### src/rtl/fetch_stage.sv
// Instruction-fetch stage with IF/ID pipeline register. Talks to a variable-latency
// instruction memory and absorbs stalls (HOLD) and redirects behind an in-flight fetch (DRAIN).
module fetch_stage #(
  parameter logic [31:0] RESET_PC = 32'h0000_0000
) (
  input  logic        clk,
  input  logic        reset,
  input  logic        stall,
  input  logic        branch_taken,
  input  logic [31:0] branch_target,
  input  logic        jump,
  input  logic [25:0] jump_index,
  output logic        imem_req,
  output logic [31:0] imem_addr,
  input  logic        imem_valid,
  input  logic [31:0] imem_rdata,
  output logic [31:0] if_id_instr,
  output logic [31:0] if_id_pc_plus4,
  output logic        if_id_valid,
  output logic [5:0]  opcode
);
  typedef enum logic [1:0] {FETCH, HOLD, DRAIN} state_t;

  typedef struct packed {
    logic [31:0] instr;
    logic [31:0] pc_plus4;
    logic        valid;
  } ifid_t;

  state_t      state, state_nx;
  ifid_t       ifid_q, ifid_nx;
  logic [31:0] pc, pc_nx, pending_target, pending_nx, hold_buf, hold_nx;
  logic [31:0] pc_plus4, target;
  logic        redirect;

  assign pc_plus4       = pc + 32'd4;
  assign redirect       = (jump | branch_taken) & ~stall;
  assign target         = jump ? {ifid_q.pc_plus4[31:28], jump_index, 2'b00} : branch_target;
  assign imem_req       = ~reset & ((state == FETCH) | (state == DRAIN));
  assign imem_addr      = pc;
  assign if_id_instr    = ifid_q.instr;
  assign if_id_pc_plus4 = ifid_q.pc_plus4;
  assign if_id_valid    = ifid_q.valid;
  assign opcode         = ifid_q.instr[31:26];

  always_comb begin
    state_nx   = state;
    pc_nx      = pc;
    pending_nx = pending_target;
    hold_nx    = hold_buf;
    ifid_nx    = ifid_q;
    case (state)
      FETCH: begin
        if (imem_valid) begin
          if (redirect) begin
            pc_nx         = target;
            ifid_nx.instr = '0;
            ifid_nx.valid = 1'b0;
          end else if (stall) begin
            hold_nx  = imem_rdata;
            state_nx = HOLD;
          end else begin
            ifid_nx  = '{instr: imem_rdata, pc_plus4: pc_plus4, valid: 1'b1};
            pc_nx    = pc_plus4;
          end
        end else if (redirect) begin
          // the request at the old pc is still owed a response; wait it out
          pending_nx    = target;
          ifid_nx.instr = '0;
          ifid_nx.valid = 1'b0;
          state_nx      = DRAIN;
        end else if (!stall) begin
          ifid_nx.instr = '0;
          ifid_nx.valid = 1'b0;
        end
      end
      HOLD: begin
        if (redirect) begin
          pc_nx         = target;
          hold_nx       = '0;
          ifid_nx.instr = '0;
          ifid_nx.valid = 1'b0;
          state_nx      = FETCH;
        end else if (!stall) begin
          ifid_nx  = '{instr: hold_buf, pc_plus4: pc_plus4, valid: 1'b1};
          pc_nx    = pc_plus4;
          state_nx = FETCH;
        end
      end
      DRAIN: begin
        if (!stall) begin
          ifid_nx.instr = '0;
          ifid_nx.valid = 1'b0;
        end
        if (redirect) pending_nx = target;
        // a redirect landing with the stale response is the newest target
        if (imem_valid) begin
          pc_nx    = redirect ? target : pending_target;
          state_nx = FETCH;
        end
      end
      default: state_nx = FETCH;
    endcase
  end

  always_ff @(posedge clk or posedge reset) begin
    if (reset) begin
      state          <= FETCH;
      pc             <= RESET_PC;
      pending_target <= '0;
      hold_buf       <= '0;
      ifid_q         <= '0;
    end else begin
      state          <= state_nx;
      pc             <= pc_nx;
      pending_target <= pending_nx;
      hold_buf       <= hold_nx;
      ifid_q         <= ifid_nx;
    end
  end
endmodule

### config.mk
export PLATFORM = sky130hd
export DESIGN_NAME = fetch_stage
export DESIGN_NICKNAME = d
export VERILOG_FILES = /design/src/rtl/fetch_stage.sv
export SDC_FILE = /design/constraint.sdc
export NUM_CORES = 1
export LEC_CHECK = 0
export CORE_MARGIN = 1
export CORE_UTILIZATION = 54
export CTS_CLUSTER_DIAMETER = 100
export DETAILED_ROUTE_END_ITERATION = 10
export PLACE_DENSITY = 0.84
export SETUP_SLACK_MARGIN = 0.2
export SLEW_MARGIN = 10
export SYNTH_ARGS = -nofsm -noshare
export SYNTH_HDL_FRONTEND = slang
export SYNTH_SLANG_ARGS = --single-unit
export TNS_END_PERCENT = 100
### constraint.sdc
create_clock -name clk -period 12.3 [get_ports clk]
set_clock_uncertainty 0.15 [all_clocks]
set_input_delay 2.46 -clock clk [delete_from_list [all_inputs] [get_ports clk]]
set_output_delay 2.46 -clock clk [all_outputs]
set_load 0.02 [all_outputs]
==> Word-level counts from Yosys, hierarchy flattened <==
Index checks and enable logic that the tools add are counted.
{ "op_classes": {"addsub": 1, "eq_ne": 16, "mux": 40, "bitwise_logic": 6, "n_reduce_logical": 10} }
{ "ops": {"columns": ["operator", "n"], "rows": [
  ["two-way mux 32 bit", 19],
  ["case mux 32 bit (2 select lines)", 3],
  ["case mux 32 bit (3 select lines)", 2],
  ["two-way mux 65 bit", 2],
  ["adder 32 x 3 -> 32 bit (second input constant)", 1],
  ["!= test 2 bit (second input constant)", 9],
  ["two-way mux 2 bit", 7],
  ["!= test 3 bit (second input constant)", 4],
  ["AND reduction 5 bit", 2],
  ["case mux 2 bit (3 select lines)", 1],
  ["AND reduction 3 bit", 2],
  ["AND reduction 6 bit", 1],
  ["two-way mux 1 bit", 5],
  ["!= test 4 bit (second input constant)", 1],
  ["nonzero test 2 bit", 2],
  ["case mux 1 bit (3 select lines)", 1],
  ["nonzero test 3 bit", 1],
  ["AND 1 bit", 2],
  ["equality test 2 x 1 -> 1 bit (second input constant)", 1],
  ["equality test 2 bit (second input constant)", 1],
  ["zero test 2 bit", 1],
  ["inverter 1 bit", 2],
  ["bitwise OR 1 bit", 2],
  ["AND reduction 2 bit", 1]
]} }
{ "totals": {"reg_bits": 163, "inputBits": 96, "word_cells": 80} }

==> Longest topological paths before layout <==
{ "logic_depth": {"word_depth": 5, "mapped_depth": 10, "ltp_nobuf": 7} }

==> Worst setup path after synthesis <==
OpenSTA, ideal clock, no wires.
{ "synth_path": {"path_kind": "input to output", "from": "in reset", "to": "out imem_req", "t_arrival_ps": 2753, "slack_ps": 6937, "path_stages": 1, "path_buffers": 0, "path_cell_list": "nor2_1"} }
{ "synth_between": {"elab_chain_cells": 2} }
{ "synth_rtl": {"columns": ["item", "line_no", "rtl"], "rows": [
  ["from (decl)", "7", "input logic reset,"],
  ["inverter 1 bit", "39", "assign imem_req = ~reset & ((state == FETCH) | (state == DRAIN));"],
  ["AND 1 bit", "39", null],
  ["to (decl)", "13", "output logic imem_req,"]
]} }
No other way between the ends.

==> Worst setup path after layout <==
Same ends and word-level chain as after synthesis.

==> results by group <==
Status
  – Status: complete, no violations

Layout
  – Design area: 11000 µm²
  – Layout area overhead: 31.0%
  – Ant. Diodes: 0
  – Post-route insts no fill: 1271
  – Share of layout cells above drive strength 1: 0.0600
  – Fillers: 1139
  – Layout Nets: 1172
  – Footprint of the multi-input gates: 3910 µm²
  – Final Util: 0.722
  – Register Area: 4080 µm²

Worst setup path
  – Critical Path End Type: output pin
  – Most frequent CP cell: clkdlybuf4s50_1
  – Critical Path Source Type: input pin
  – FF-to-FF path depth: 8
  – Crit path cell chain: clkdlybuf4s50_1 -> nor2_1 -> clkdlybuf4s50_1
  – Critical-path maximum fanout: 2
  – CP Data Arrival Time: 3680 ps
  – CP Class: in2out
  – Worst path buffer plus inverter count: 2
  – CP required: 9690 ps
  – Family with the most delay on the worst path: buffers and inverters
  – R2r startpoint: state[0]
  – Slowest CP cell: clkdlybuf4s50_1
  – Critical Path Max Stage Delay: 600 ps
  – Worst reg2reg path endpoint: imem_addr[31]
  – Flop-to-flop setup slack: 9220 ps

Logic synthesis
  – Mapped Nets: 1019
  – Top-count cell post-synth: dfrtp_1
  – Post-synthesis cell count: 918
  – Area share of the largest cell type after synthesis: 0.486
  – Sequential area share after synthesis: 0.486
  – Unique masters post-synth: 62
  – Yosys top cell by area: dfrtp_1
  – Mapped cell area: 8390 µm²
  – Synth area leaders: dfrtp_1 (49%), nand2_1 (7.1%), o21ai_0 (5.1%), a21oi_1 (4.7%), nand3b_1 (3.8%)
  – Top_reg_cell synth: dfrtp_1
  – YS warnings: 0
  – Avg Inst Size Synth: 9.14 µm²
  – Ys async rst share: 1.00
  – Post-synth top cells: dfrtp_1 (163), nand2_1 (159), o21ai_0 (86), a21oi_1 (78), nor2_1 (60)
  – Synthesized flop and latch total: 163
  – Number of synthesized flops with an enable pin: 0

GRT
  – GRT Resource Usage Total: 0.288
  – Largest net degree at the start of global routing: 90
  – GR Overflow Total: 0
  – First-pass GRT wire length: 36400 µm
  – Initial antenna violation count: 0
  – Vias in the first global route: 6983

Routing
  – Detailed-route via count: 7529
  – Drt wl/cell: 17.6 µm
  – ANT nets after route: 0
  – DRC Markers: 0
  – Via density: 5.92
  – Drt pass-1 iters: 5
  – Iter 0 DRT Violations: 809
  – Final WL: 22400 µm

Power and ir drop
  – Switching Power: 0.00116 W
  – Pint: 0.00170 W
  – Maximum vdd ir drop: 0.140 mV
  – Seq pwr share: 0.355
  – Combinational Power Share: 0.457
  – Pwr dens: 260 nW/µm²
  – P_leak: 4.63 nW
  – Clk network pwr share: 0.188
  – Net Sw Frac: 0.405

CTS
  – TritonCTS clock tree: yes
  – Clock buffer depth: 2
  – Setup bufs post-CTS: 0
  – CTS Buf Count: 17
  – H-tree levels: 4
  – Resized Gates After CTS: 0
  – Clock Sinks: 163
  – Clock Tree Root: clkbuf_16
  – Number of hold buffers added after cts: 0
  – Clock transition at path regs: 60 ps
  – Clock latency on the worst-skew pair: 430 ps

Die
  – Die Area: 16000 µm²
  – Core ar.: 15200 µm²
  – Starting Density: 0.552
  – Row count: 45
  – Die Ht: 127 µm
  – Die W: 127 µm
  – I/O Pins: 200

Flow run
  – Max cap viols: 0

STA
  – Pins Over Slew Limit: 0
  – RSZ-0062 raised after global routing: no
  – Relative slew margins: 0.312
  – Hold Fails Final Rpt: 0
  – Setup TNS: 0 ps
  – Final setup vio count: 0
  – Tmin final: 6290 ps
  – Max Freq: 0.159 GHz
  – Crit share post-route: 0.511
  – Slew @ Worst Pin: 1030 ps

Place
  – Placer Congestion: 0.872
  – Buffers on Ports: 199
  – Post-Place Cells: 1240
  – Placed inst area: 10400 µm²
  – Hpwl dp: 14700 µm

Hold path
  – Hold depth: 2
  – Hold Crit Endpoint: hold_buf[13]
  – Hold Crit Class: reg2reg
  – Hold path start: hold_buf[13]
==> cell type report <==
class / count / share of cell area
clock buffer: 23 / 0.0453
clock inverter: 8 / 0.00911
inverter: 14 / 0.00524
multi-input combinational: 660 / 0.356
sequential: 163 / 0.371
tap: 188 / 0.0214
timing repair buffer: 215 / 0.192
==> sequential cells by signal, indices dropped and copies added (netlist names) <==
signal and flops:
if_id_pc_plus4 32, if_id_valid 1, hold_buf 32, pending_target 32, imem_addr 32, state 2
if_id_instr 32
==> how the worst max path moves through the flow <==
stage | from | endpoint | slack (ps) | cells past startpoint
after detailed placement | reset | imem_req | 6010 | 3
after global placement | reset | imem_req | 6010 | 3
final | reset | imem_req | 6010 | 3
after global routing | reset | imem_req | 5970 | 3
after CTS | reset | imem_req | 6010 | 3
after floorplan | reset | hold_buf[0] | 5290 | 1
==> cells by family (layout without fill, tap and decap cells) <==
logic type	Yosys count	count (layout)	share of synthesized area
and+or+nand+nor	332	332	0.193
AOI/OAI and AO/OA	272	272	0.206
DFF	163	163	0.486
buffers and inverters	95	260	0.0497
xor gates and xnor gates	26	26	0.0272
muxes	25	25	0.0306
adders and majority gates	5	5	0.00746
==> placed cells by master, fill, tap and decap left out, drive strengths merged, types with 4 or more instances in the layout <==
master and count:
clkdlybuf4s50 198, dfrtp 163, nand2 159, o21ai 86
a21oi 78, nor2 61, nand3b 43, a22oi 30
nand3 24, a22o 23, clkbuf 23, xnor2 20
mux2i 20, buf 17, inv 14, and3 8
nand4 8, o311ai 6, o22ai 6, xor2 6
and4 6, mux2 5, a31oi 5, and2 5
o31a 5, ha 5, nor4 5, clkinv 5
o2bb2ai 4
==> power groups by stage <==
stage / combinational (W) / sequential (W) / clock [W]
6_report: 0.00131 / 0.00101 / 0.000535
5_1_grt: 0.00142 / 0.00105 / 0.000566
4_1_cts: 0.00131 / 0.00101 / 0.000543
3_5_place_dp: 0.00130 / 0.00101 / 0
3_3_place_gp: 0.00127 / 0.00100 / 0
2_1_floorplan: 0.000623 / 0.00115 / 0
==> tightest hold or removal path, stage by stage, from the launching register on <==
cell and delay [ps]:
dfrtp_1 340, nand2_1 50, nand2_1 50
==> metal layers <==
| layer | share of wire | vias up | GRT usage |
|---|---|---|---|
| li1 | - | 3561 | - |
| met4 | 0.012 | 0 | 0.0794 |
| met3 | 0.085 | 24 | 0.0772 |
| met5 | 0 | - | 0 |
| met2 | 0.48 | 326 | 0.468 |
| met1 | 0.42 | 3618 | 0.382 |
==> stage by stage <==
| step | total power (W) | hold slack [ps] | setup slack, ps |
|---|---|---|---|
| 2_1_floorplan | 0.00177 | 289 | 5290 |
| 3_3_place_gp | 0.00227 | 299 | 6010 |
| 3_5_place_dp | 0.00232 | 306 | 6010 |
| 4_1_cts | 0.00286 | 320 | 6010 |
| 5_1_grt | 0.00303 | 342 | 5970 |
| 6_report | 0.00285 | 317 | 6010 |
Power figures use the tool's default switching activity.
